===== src/rtl/mult_sched_pkg.sv =====
// Shared constants and FSM encoding for the mult_sched block.
package mult_sched_pkg;

    localparam int unsigned OP_W  = 4;
    localparam int unsigned RES_W = 8;

    localparam logic [1:0] S_IDLE = 2'd0;
    localparam logic [1:0] S_MUL  = 2'd1;
    localparam logic [1:0] S_RESP = 2'd2;

    typedef enum logic [1:0] {
        StIdle = S_IDLE,
        StMul  = S_MUL,
        StResp = S_RESP
    } state_e;

endpackage


===== src/rtl/mult4x4.sv =====
// Shared 4x4 unsigned combinational multiplier.
module mult4x4
    import mult_sched_pkg::*;
(
    input  logic [OP_W-1:0]  i_a,
    input  logic [OP_W-1:0]  i_b,
    output logic [RES_W-1:0] o_p
);

    assign o_p = RES_W'(i_a) * RES_W'(i_b);

endmodule


===== src/rtl/rr_arbiter.sv =====
// Combinational round-robin arbiter: first request at or after the pointer wins.
module rr_arbiter #(
    parameter int unsigned N_REQ = 4,
    parameter int unsigned ID_W  = 2
) (
    input  logic [N_REQ-1:0] i_req,
    input  logic [ID_W-1:0]  i_ptr,
    output logic [N_REQ-1:0] o_grant,
    output logic [ID_W-1:0]  o_grant_idx,
    output logic             o_any_grant
);

    logic [ID_W-1:0] w_idx;

    // Scan requesters starting at the pointer, wrapping past N_REQ-1.
    always_comb begin
        o_grant     = '0;
        o_grant_idx = '0;
        o_any_grant = 1'b0;
        w_idx       = '0;
        for (int unsigned k = 0; k < N_REQ; k++) begin
            w_idx = ID_W'((32'(i_ptr) + k) % N_REQ);
            if (!o_any_grant && i_req[w_idx]) begin
                o_any_grant    = 1'b1;
                o_grant[w_idx] = 1'b1;
                o_grant_idx    = w_idx;
            end
        end
    end

endmodule


===== src/rtl/mult_sched.sv =====
// Round-robin scheduler sharing one 4x4 multiplier between N_REQ requesters.
// Optional per-requester grant counters are enabled with MULT_SCHED_STATS_EN.
module mult_sched
    import mult_sched_pkg::*;
#(
    parameter int unsigned N_REQ = 4,
    parameter int unsigned ID_W  = 2
) (
    input  logic                    i_clk,
    input  logic                    i_rst,
    input  logic [N_REQ-1:0]        i_req_valid,
    input  logic [OP_W*N_REQ-1:0]   i_req_a,
    input  logic [OP_W*N_REQ-1:0]   i_req_b,
    output logic [N_REQ-1:0]        o_req_ready,
    output logic                    o_resp_valid,
    output logic [ID_W-1:0]         o_resp_id,
    output logic [RES_W-1:0]        o_resp_r,
    input  logic                    i_resp_ready,
    output logic                    o_busy
`ifdef MULT_SCHED_STATS_EN
    ,
    output logic [16*N_REQ-1:0]     o_grant_cnt
`endif
);

    state_e           r_state;
    state_e           w_state_nxt;
    logic [ID_W-1:0]  r_ptr;
    logic [OP_W-1:0]  r_a;
    logic [OP_W-1:0]  r_b;
    logic [ID_W-1:0]  r_id;
    logic [RES_W-1:0] r_prod;

    logic [N_REQ-1:0] w_grant;
    logic [ID_W-1:0]  w_grant_idx;
    logic             w_any_grant;
    logic             w_accept;
    logic [RES_W-1:0] w_prod;
    logic [ID_W-1:0]  w_ptr_nxt;

    rr_arbiter #(
        .N_REQ (N_REQ),
        .ID_W  (ID_W)
    ) u_arb (
        .i_req       (i_req_valid),
        .i_ptr       (r_ptr),
        .o_grant     (w_grant),
        .o_grant_idx (w_grant_idx),
        .o_any_grant (w_any_grant)
    );

    mult4x4 u_mult (
        .i_a (r_a),
        .i_b (r_b),
        .o_p (w_prod)
    );

    assign w_ptr_nxt = (w_grant_idx == ID_W'(N_REQ - 1)) ? '0 : w_grant_idx + 1'b1;

    // Next-state and handshake outputs; reset masks any grant or response in the same cycle.
    always_comb begin
        w_state_nxt  = r_state;
        w_accept     = 1'b0;
        o_req_ready  = '0;
        o_resp_valid = 1'b0;
        case (r_state)
            StIdle: begin
                if (w_any_grant) begin
                    w_accept    = 1'b1;
                    o_req_ready = w_grant;
                    w_state_nxt = StMul;
                end
            end
            StMul: begin
                w_state_nxt = StResp;
            end
            StResp: begin
                o_resp_valid = 1'b1;
                if (i_resp_ready) begin
                    w_state_nxt = StIdle;
                end
            end
            default: begin
                w_state_nxt = StIdle;
            end
        endcase
        if (i_rst) begin
            w_accept     = 1'b0;
            o_req_ready  = '0;
            o_resp_valid = 1'b0;
        end
    end

    // State, pointer, operand and product registers.
    always_ff @(posedge i_clk) begin
        if (i_rst) begin
            r_state <= StIdle;
            r_ptr   <= '0;
            r_a     <= '0;
            r_b     <= '0;
            r_id    <= '0;
            r_prod  <= '0;
        end else begin
            r_state <= w_state_nxt;
            if (w_accept) begin
                r_a   <= i_req_a[OP_W*w_grant_idx +: OP_W];
                r_b   <= i_req_b[OP_W*w_grant_idx +: OP_W];
                r_id  <= w_grant_idx;
                r_ptr <= w_ptr_nxt;
            end
            if (r_state == StMul) begin
                r_prod <= w_prod;
            end
        end
    end

    assign o_resp_id = r_id;
    assign o_resp_r  = r_prod;
    assign o_busy    = (r_state != StIdle);

`ifdef MULT_SCHED_STATS_EN
    logic [16*N_REQ-1:0] r_grant_cnt;

    // Per-requester accept counters, free-running with natural 16-bit wrap.
    always_ff @(posedge i_clk) begin
        if (i_rst) begin
            r_grant_cnt <= '0;
        end else begin
            for (int unsigned i = 0; i < N_REQ; i++) begin
                if (w_accept && w_grant[i]) begin
                    r_grant_cnt[16*i +: 16] <= r_grant_cnt[16*i +: 16] + 16'd1;
                end
            end
        end
    end

    assign o_grant_cnt = r_grant_cnt;
`endif

endmodule

===== config.mk =====
export PLATFORM = sky130hd
export DESIGN_NAME = mult_sched
export DESIGN_NICKNAME = d
export VERILOG_FILES = /design/src/rtl/mult_sched_pkg.sv /design/src/rtl/mult4x4.sv /design/src/rtl/rr_arbiter.sv /design/src/rtl/mult_sched.sv
export SDC_FILE = /design/constraint.sdc
export NUM_CORES = 1
export LEC_CHECK = 0
export ABC_AREA = 0
export BUFFER_PORTS_ARGS = -buffer_cell sky130_fd_sc_hd__buf_2
export CORE_ASPECT_RATIO = 1.25
export CORE_MARGIN = 1.5
export CORE_UTILIZATION = 52
export DETAILED_ROUTE_END_ITERATION = 12
export PLACE_DENSITY = 0.77
export SLEW_MARGIN = 25
export SYNTH_ARGS = -nofsm -noshare
export SYNTH_HDL_FRONTEND = slang
export SYNTH_HIERARCHICAL = 1
export SYNTH_SLANG_ARGS = --single-unit

===== constraint.sdc =====
create_clock -name i_clk -period 3.5 [get_ports i_clk]
set_input_delay 0.525 -clock i_clk [delete_from_list [all_inputs] [get_ports i_clk]]
set_output_delay 0.525 -clock i_clk [all_outputs]
set_load 0.01 [all_outputs]

## After elaboration in Yosys (flattened, before gate mapping)

Index checks and enable logic that the tools add are counted.

| operators by class | value |
|---|---|
| shifts and indexed selects | 2 |
| bitwise logic cells | 3 |
| order comparisons | 8 |
| multiply operators | 1 |
| reductions and logical operators | 13 |
| multiplexer cells | 40 |
| equal/unequal tests | 5 |
| add/sub/neg operators | 4 |

Operator list:

| operator | number |
|---|---|
| 16-bit by 5-bit indexed part select with 4-bit output | 2 |
| 4-bit two-way mux | 7 |
| 1-bit two-way mux | 17 |
| 2-bit two-way mux | 7 |
| 2-bit by 3-bit less-than comparator with 1-bit output, second input constant | 4 |
| 4-bit bitwise OR | 3 |
| 1-bit binary-select mux with 2-bit select | 4 |
| 1-bit demux with 2-bit select | 4 |
| 2-bit by 1-bit greater-or-equal comparator with 1-bit output, second input constant | 4 |
| 4-bit by 4-bit multiplier with 8-bit output | 1 |
| 1-bit logical AND | 7 |
| 2-bit case mux with 3 select lines | 1 |
| 2-bit by 1-bit adder with 2-bit output, second input constant | 2 |
| 2-bit adder, second input constant | 2 |
| 2-bit == test, second input constant | 2 |
| 1-bit zero test | 3 |
| 2-bit by 1-bit == test with 1-bit output, second input constant | 1 |
| 2-bit zero test | 1 |
| 2-bit by 1-bit inequality test with 1-bit output, second input constant | 1 |
| 2-bit inequality test, second input constant | 1 |
| 2-bit AND reduction | 1 |
| 2-bit nonzero test | 1 |

| storage, ports and cells | value |
|---|---|
| output and inout port bits | 16 |
| flip-flop bits (word level) | 22 |
| input port bits | 39 |

## Logic depth before layout (Yosys ltp)

Gate-level depths: netlist (run 1).

| depth | value |
|---|---|
| depth after elaboration | 15 |
| mapped depth | 12 |
| mapped depth without buffers | 10 |

## Hierarchy

The synthesis (run 1) kept the hierarchy.

Modules (own cells, without submodules):

| module | cells an instance | area each (µm²) | times used | seq. area each (µm²) |
|---|---|---|---|---|
| mult_sched | 112 | 1019.7 | 1 | 440.4 |
| mult4x4 | 51 | 446.7 | 1 | 0.0 |
| rr_arbiter | 45 | 421.7 | 1 | 0.0 |

## Worst setup path before layout (run 1)

OpenSTA, ideal clock, no wires.

| timing | value |
|---|---|
| path kind | reg-to-reg |
| from | reg r_ptr[0] |
| to | reg r_a[3] |
| period minus slack after synthesis | 2787 ps |
| setup slack | 713 ps |
| arrival | 2655 ps |
| buffers on the path | 3 |
| required time | 3368 ps |
| cell stages (with the launch flop) | 13 |
| path through | dfxtp_1 -> buf_6 -> inv_1 -> ha_1 -> mux4_2 -> buf_6 -> and2b_2 -> o21ai_0 -> o31ai_1 -> buf_4 -> mux4_2 -> nand2_1 -> a21oi_1 |

RTL lines:

| what | line | text |
|---|---|---|
| start, declared | mult_sched.sv:28 | `logic [ID_W-1:0] r_ptr;` |
| start signal, assigned | mult_sched.sv:109 | `r_ptr <= w_ptr_nxt;` |
| parallel branches: the longest is 11 deep, another holds 2-bit by 1-bit adder with 2-bit output | - |  |
| 2-bit two-way mux * | rr_arbiter.sv:23 | `if (!o_any_grant && i_req[w_idx]) begin` |
| via w_grant_idx[0] | mult_sched.sv:35 | `logic [ID_W-1:0] w_grant_idx;` |
| 16-bit by 5-bit indexed part select with 4-bit output * | mult_sched.sv:106 | `r_a <= i_req_a[OP_W*w_grant_idx +: OP_W];` |
| end signal, assigned | mult_sched.sv:106 |  |
| end, declared | mult_sched.sv:29 | `logic [OP_W-1:0] r_a;` |

Mark *: on every way through the listed nets, which the timed path passes. The select of a mux whose other input is x is not followed.
A chain may end at the register's enable or synchronous reset.

## Worst setup path after layout (run 1)

| timing | value |
|---|---|
| from | reg r_ptr[0] |
| to | out o_req_ready[0] |

| on the way | value |
|---|---|
| word-level cells in the longest chain between the ends | 15 |

RTL lines:

| what | line | text |
|---|---|---|
| parallel branches: the longest is 11 deep, another holds 2-bit by 1-bit adder with 2-bit output | - |  |
| 1-bit two-way mux * | rr_arbiter.sv:23 |  |
| via w_any_grant | mult_sched.sv:36 | `logic w_any_grant;` |
| 4-bit two-way mux * | mult_sched.sv:68 | `if (w_any_grant) begin` |
| 4-bit two-way mux * | mult_sched.sv:66 | `case (r_state)` |
| 4-bit two-way mux * | mult_sched.sv:87 | `if (i_rst) begin` |
| end, declared | mult_sched.sv:14 | `output logic [N_REQ-1:0] o_req_ready,` |

Marks and branches as above.

==> results of run 1 <==
-- final timing paths --
kind	slack, ns	end	cells after the start	start
worst max-delay path	0.28	o_req_ready[0]	9	r_ptr[0]
worst min-delay path	0.45	o_resp_r[5]	2	o_resp_r[5]
worst max register to register	0.51	r_ptr[0]	9	r_ptr[0]
worst min register to register	0.45	o_resp_r[5]	2	o_resp_r[5]
-- flip-flops by register name, indices dropped and copies added (netlist names) --
name / flops
o_resp_id: 2
r_ptr: 2
r_state: 2
r_b: 4
o_resp_r: 8
r_a: 4
-- through the flow --
stage | worst slack (ns) | total power, mW | util (%) | area, sq um
2_1_floorplan | 0.713 | 1.20 | - | 1890
5_1_grt | 0.0391 | 1.75 | 64.3 | 2240
6_report | 0.283 | 1.61 | 64.3 | 2240
3_3_place_gp | 0.572 | 1.35 | 62.1 | 2160
4_1_cts | 0.285 | 1.62 | 64.3 | 2240
3_5_place_dp | 0.546 | 1.38 | 62.2 | 2170
-- layout make-up --
cell class                 instances  area, sq um
multi-input combinational        169         1360
sequential                        22          440
timing repair buffer              57          293
tap                               39         48.8
fill                             314         1240
clock inverter                     1         30.0
clock buffer                       3         41.3
inverter                           6         22.5
-- worst max-delay path, stage by stage (launching register included) --
cell                       delay (ns)
sky130_fd_sc_hd__dfxtp_1         0.41
sky130_fd_sc_hd__inv_1           0.09
sky130_fd_sc_hd__ha_1            0.36
sky130_fd_sc_hd__mux4_2          0.45
sky130_fd_sc_hd__nor3_1          0.27
sky130_fd_sc_hd__nand2b_1        0.10
sky130_fd_sc_hd__or3b_4          0.33
sky130_fd_sc_hd__nor2_1          0.10
sky130_fd_sc_hd__and2_1          0.18
sky130_fd_sc_hd__buf_2           0.13
-- power groups by stage --
stage,Combinational (mW),Sequential (mW),Clock (mW)
2_1_floorplan,0.810,0.393,0
3_3_place_gp,0.954,0.399,0
3_5_place_dp,0.974,0.403,0
4_1_cts,0.980,0.396,0.242
5_1_grt,1.10,0.407,0.251
6_report,0.980,0.395,0.237
-- cell usage in the layout, fill, tap and decap left out, types with 2 or more instances in the layout --
cell                       instances
sky130_fd_sc_hd__inv_1             6
sky130_fd_sc_hd__fa_1              4
sky130_fd_sc_hd__mux2i_1           2
sky130_fd_sc_hd__mux4_2           10
sky130_fd_sc_hd__a22oi_1           8
sky130_fd_sc_hd__xnor2_1           2
sky130_fd_sc_hd__nand2b_1          3
sky130_fd_sc_hd__nor2b_1           2
sky130_fd_sc_hd__nor2_1            6
sky130_fd_sc_hd__buf_2            54
sky130_fd_sc_hd__a21oi_1          24
sky130_fd_sc_hd__mux4_1            2
sky130_fd_sc_hd__and2_1           17
sky130_fd_sc_hd__ha_1             18
sky130_fd_sc_hd__nand2_1          42
sky130_fd_sc_hd__dfxtp_1          22
sky130_fd_sc_hd__o21ai_0           5
sky130_fd_sc_hd__buf_4             3
sky130_fd_sc_hd__clkbuf_8          3
sky130_fd_sc_hd__o211ai_1          2
-- logic make-up (layout without fill, tap and decap cells) --
group / Yosys count / after routing / synth area share [%]
compound gates: 47 / 47 / 15.0
simple gates: 82 / 82 / 22.7
fa+ha+maj: 22 / 22 / 16.2
flops: 22 / 22 / 23.3
mux: 15 / 15 / 16.4
buf+inv: 17 / 67 / 5.04
xor+xnor: 3 / 3 / 1.39
-- layer usage --
layer / wire (um) / vias to the layer above / part of all wire (%)
met5: 0 / - / 0
met4: 27 / 0 / 0.72
met3: 179 / 2 / 4.8
li1: - / 845 / -
met1: 1690 / 754 / 45
met2: 1860 / 51 / 49
==> load_flow_metrics.sql, run 1 <==
INSERT INTO impl_metrics (metric_group, metric, value, unit) VALUES
('status', 'run_status', 'finished clean', ''),
('global_routing', 'met2_usage', '33.5', '%'),
('worst_hold_path', 'hp-class', 'reg -> reg', ''),
('clocking', 'worst_setup_hold_path_clk_slew', '0.08', 'ns'),
('clocking', 'cts.htree.levels', '1', ''),
('route', 'detail_route.wirelength', '3760', 'um'),
('worst_setup_path', 'criticalPathCategory', 'reg -> out', ''),
('logic_synthesis', 'yosys_warnings', '6', ''),
('logic_synthesis', 'synth_largest_type_area_fraction', '23.3', '%'),
('cells_and_area', 'post_route_cells_drive_above_1_share', '31.0', '%'),
('global_routing', 'grt.met3_usage', '1.85', '%'),
('power_and_ir_drop', 'max-vdd-ir-drop', '0.620', 'mV'),
('sta', 'fin_worst_skew', '0.00461', 'ns'),
('cells_and_area', 'nets', '320', ''),
('sta', 'period_needed', '3.22', 'ns'),
('route', 'drcViolationCount', '0', ''),
('clocking', 'resized_gates_after_cts', '0', ''),
('placed_design', 'gpl.final_weighted_congestion', '0.816', ''),
('clocking', 'cts.hold.buffers_added', '0', ''),
('clocking', 'cts-buffers-inserted', '3', ''),
('clocking', 'ctsRootBufferMaster', 'sky130_fd_sc_hd__clkbuf_8', ''),
('floorplanning', 'top_level_ports', '55', ''),
('global_routing', 'grt_start_max_net_pins', '24', ''),
('sta', 'finalSetupViolations', '0', ''),
('global_routing', 'globalRoute.totalOverflow', '0', ''),
('route', 'routed_via_density', '5.56', ''),
('logic_synthesis', 'synth-async-reset-ratio', '0', '%'),
('power_and_ir_drop', 'internal_power', '0.955', 'mW'),
('route', 'drtIter0Drc', '49', ''),
('global_routing', 'grt_util_all_layers', '19.3', '%'),
('power_and_ir_drop', 'power.density', '721', 'nW/um^2'),
('power_and_ir_drop', 'power.static_leakage', '1.05', 'nW'),
('cells_and_area', 'antenna-diode-count', '0', ''),
('global_routing', 'grt_antenna_before_repair', '0', ''),
('route', 'dr.pass1.iters', '4', ''),
('global_routing', 'grt_first_pass_wirelength', '6340', 'um'),
('route', 'dr_total_vias', '1652', ''),
('worst_setup_path', 'required', '2.97', 'ns'),
('sta', 'period_share', '91.9', '%'),
('power_and_ir_drop', 'switching_power', '0.657', 'mW'),
('sta', 'maxClockFrequency', '0.311', 'GHz'),
('floorplanning', 'chip_width', '56.9', 'um'),
('floorplanning', 'row_count', '24', ''),
('global_routing', 'grt.busiest_layer', 'met2', ''),
('cells_and_area', 'area.growth.synth_to_final', '18.6', '%'),
('placed_design', 'port_buffers', '54', ''),
('route', 'post_drt_wl_per_cell', '12.7', 'um'),
('global_routing', 'globalRouteMet1Util', '24.8', '%'),
('sta', 'final.setup.tns', '0', 'ns'),
('worst_setup_path', 'critical_path_arrival', '2.69', 'ns'),
('clocking', 'tritoncts', 'built', ''),
('logic_synthesis', 'yosys.cell_count.top_type', 'sky130_fd_sc_hd__nand2_1', ''),
('sta', 'hold_viol_final', '0', ''),
('worst_setup_path', 'timing.critical_path.to_type', 'output port', ''),
('logic_synthesis', 'ys_types', '43', ''),
('cells_and_area', 'finalNonFillerCells', '297', ''),
('sta', 'tightest_slew', '0.647', 'ns'),
('global_routing', 'number_of_global_route_vias_before_repair', '1525', ''),
('floorplanning', 'core_area', '3480', 'sq um'),
('floorplanning', 'design.die.area', '4000', 'sq um'),
('logic_synthesis', 'postSynthNetCount', '269', ''),
('floorplanning', 'start_util', '54.2', '%'),
('clocking', 'tritoncts_num_sinks', '22', ''),
('floorplanning', 'die_h', '70.4', 'um'),
('worst_setup_path', 'timing.critical_path.fanout_max', '14', ''),
('sta', 'slew_headroom', '56.7', '%'),
('power_and_ir_drop', 'share_clk_of_total_power', '14.7', '%'),
('logic_synthesis', 'edff_count_synth', '0', ''),
('sta', 'fin_hold_ws', '0.451', 'ns'),
('logic_synthesis', 'synthDominantAreaCellType', 'sky130_fd_sc_hd__dfxtp_1', ''),
('logic_synthesis', 'post_synth_main_area_contributors', 'sky130_fd_sc_hd__dfxtp_1 23%, sky130_fd_sc_hd__ha_1 12%, sky130_fd_sc_hd__mux4_2 12%', '');
No activity file was read; power rests on OpenSTA's default activity.
==> run 2: changes to the inputs <==
SETUP_SLACK_MARGIN = 0.4   (was not set)
==> run 2 against run 1 <==
Count of clock-buffer cells in the layout stayed put. Sequential power is 1% higher. Critical path depth stayed put. Combinational power hardly changed. Clock skew is 0.00087 ns lower. Routed wire length hardly changed. Non-clock buffer count is 2 higher. Die area stayed put. Final cell count is 0.67% higher. Register-to-register slack better by 0.07 ns. Setup slack better by 0.28 ns. Critical endpoint is now o_req_ready[2].
==> load_flow_metrics.sql, run 2 (synthesized netlist as in run 1, its figures left out) <==
INSERT INTO impl_metrics (metric_group, metric, value, unit) VALUES
('global_routing', 'grt_util_all_layers', '19.4', '%'),
('clocking', 'worst_setup_hold_path_clk_slew', '0.08', 'ns'),
('worst_setup_path', 'critical_path.cell_chain', 'inv_1 > ha_1 > mux4_2 > buf_4 > nor4b_4 > a22oi_1 > o21ai_0 > and2_1 > buf_2', ''),
('worst_setup_path', 'criticalPathCategory', 'reg -> out', ''),
('worst_setup_path', 'worst_path_slowest_cell', 'sky130_fd_sc_hd__dfxtp_2', ''),
('global_routing', 'grt_start_max_net_pins', '24', ''),
('clocking', 'cts.htree.levels', '1', ''),
('route', 'dr_total_vias', '1648', ''),
('global_routing', 'globalRoute.totalOverflow', '0', ''),
('floorplanning', 'die_h', '70.4', 'um'),
('worst_setup_path', 'worst-path-buf-inv', '3', ''),
('worst_setup_path', 'required', '2.97', 'ns'),
('sta', 'final.setup.tns', '0', 'ns'),
('route', 'post_drt_wl_per_cell', '12.6', 'um'),
('placed_design', 'hpwlAfterDp', '2950', 'um'),
('sta', 'period_needed', '2.93', 'ns'),
('sta', 'maxClockFrequency', '0.341', 'GHz'),
('sta', 'hold_viol_final', '0', ''),
('route', 'drtIter0Drc', '45', ''),
('power_and_ir_drop', 'max-vdd-ir-drop', '0.625', 'mV'),
('cells_and_area', 'layout.cells.most_common_list', '54 x sky130_fd_sc_hd__buf_2, 42 x sky130_fd_sc_hd__nand2_1, 24 x sky130_fd_sc_hd__a21oi_1', ''),
('cells_and_area', 'post_route_cells_drive_above_1_share', '33.5', '%'),
('worst_setup_path', 'timing.critical_path.to_type', 'output port', ''),
('cells_and_area', 'antenna-diode-count', '0', ''),
('route', 'dr.pass1.iters', '4', ''),
('placed_design', 'place.detailed.instances', '293', ''),
('placed_design', 'port_buffers', '54', ''),
('sta', 'tightest_slew', '0.621', 'ns'),
('floorplanning', 'design.die.area', '4000', 'sq um'),
('worst_hold_path', 'hp-class', 'reg -> reg', ''),
('floorplanning', 'core_area', '3480', 'sq um'),
('sta', 'fin_worst_skew', '0.00374', 'ns'),
('job', 'timing.max_cap.violations', '0', ''),
('cells_and_area', 'nets', '322', ''),
('clocking', 'tritoncts', 'built', ''),
('global_routing', 'grt_first_pass_wirelength', '6380', 'um'),
('cells_and_area', 'fin_util', '64.8', '%'),
('floorplanning', 'start_util', '54.2', '%'),
('cells_and_area', 'mostFrequentLayoutCell', 'sky130_fd_sc_hd__buf_2', ''),
('status', 'run_status', 'finished clean', ''),
('clocking', 'clkLatencyLatePin', '0.26', 'ns'),
('global_routing', 'grt_antenna_before_repair', '0', ''),
('clocking', 'tritoncts_num_sinks', '22', ''),
('route', 'routed_via_density', '5.51', ''),
('worst_setup_path', 'critical_path_arrival', '2.41', 'ns'),
('worst_setup_path', 'critPathMaxStageDelay', '0.38', 'ns'),
('clocking', 'ctsRootBufferMaster', 'sky130_fd_sc_hd__clkbuf_8', ''),
('cells_and_area', 'finalNonFillerCells', '299', ''),
('power_and_ir_drop', 'power.static_leakage', '1.06', 'nW'),
('worst_setup_path', 'top_family_by_delay_on_critical_path', 'simple AND/OR/NAND/NOR gates', ''),
('floorplanning', 'chip_width', '56.9', 'um'),
('clocking', 'cts-buffers-inserted', '3', ''),
('power_and_ir_drop', 'power.density', '725', 'nW/um^2'),
('floorplanning', 'row_count', '24', ''),
('worst_setup_path', 'start_kind', 'flop', ''),
('sta', 'unrepaired_setup_endpoints_after_global_routing', 'false', ''),
('route', 'antenna_left', '0', ''),
('sta', 'period_share', '83.8', '%'),
('placed_design', 'gpl.final_weighted_congestion', '0.816', ''),
('route', 'drcViolationCount', '0', ''),
('clocking', 'clock_tree.buffer_depth', '2', ''),
('cells_and_area', 'largest_register_ff_count', '8', ''),
('sta', 'finalSetupViolations', '0', ''),
('sta', 'finalMaxSlewViolations', '0', ''),
('cells_and_area', 'area.growth.synth_to_final', '19.5', '%'),
('global_routing', 'number_of_global_route_vias_before_repair', '1539', ''),
('route', 'detail_route.wirelength', '3760', 'um'),
('sta', 'slew_headroom', '58.4', '%'),
('worst_setup_path', 'timing.critical_path.fanout_max', '9', ''),
('floorplanning', 'top_level_ports', '55', '');
-- run 2: cell types whose count changed in the layout (fill, tap and decap cells not counted), sizes merged --
cell  delta
buf      +2
-- run 2: path summary, 6_finish.rpt --
kind / depth (start not counted) / startpoint / endpoint / slack, ns
max reg2reg: 10 / r_a[0] / o_resp_r[6] / 0.58
max: 9 / r_ptr[0] / o_req_ready[2] / 0.57
min reg2reg: 2 / o_resp_r[5] / o_resp_r[5] / 0.45
min: 2 / o_resp_r[5] / o_resp_r[5] / 0.45
-- run 2: timing repair --
item	4_1_cts	5_1_grt
resized for setup	0	5
setup buffers	1	1
hold buffers	0	0
endpoints found under the hold margin	0	0
gates cloned	0	0
endpoints found under the setup margin	4	6
-- run 2: final cells by class --
class | instances | area, sq um
clock buffers | 3 | 41.3
clock inverters | 1 | 30.0
fillers | 315 | 1230
inverters | 6 | 22.5
multi-input cells | 169 | 1360
flip-flops and latches | 22 | 443
well taps | 39 | 48.8
repair buffers | 59 | 308
-- run 2: power by group --
group,leakage [nW],switching (mW),total [mW],internal [mW]
registers,0.181,0.0715,0.399,0.327
clock network,0.0357,0.0829,0.236,0.153
logic,0.843,0.505,1.00,0.497
total,1.06,0.659,1.64,0.977
-- run 2: routing by layer --
metal  GRT usage, %  wire [um]
met5              0          0
met4           6.20         27
met3           1.85        164
met2           33.7       1910
met1           24.9       1660
-- run 2: through the flow --
stage / cell area, sq um / worst slack (ns) / total power, mW / hold WS (ns)
after CTS: 2250 / 0.423 / 1.63 / 0.455
after global placement: 2160 / 0.572 / 1.35 / 0.439
after global routing: 2260 / 0.411 / 1.78 / 0.483
final: 2260 / 0.567 / 1.64 / 0.451
after floorplan: 1890 / 0.713 / 1.20 / 0.457
after detailed placement: 2170 / 0.546 / 1.38 / 0.444
-- run 2: worst min-delay path, delay by kind of cell (launching register included) --
family	cells	cell delay, ns
AO/OA/AOI/OAI	1	0.05
AND/OR/NAND/NOR	1	0.05
flip-flops	1	0.31
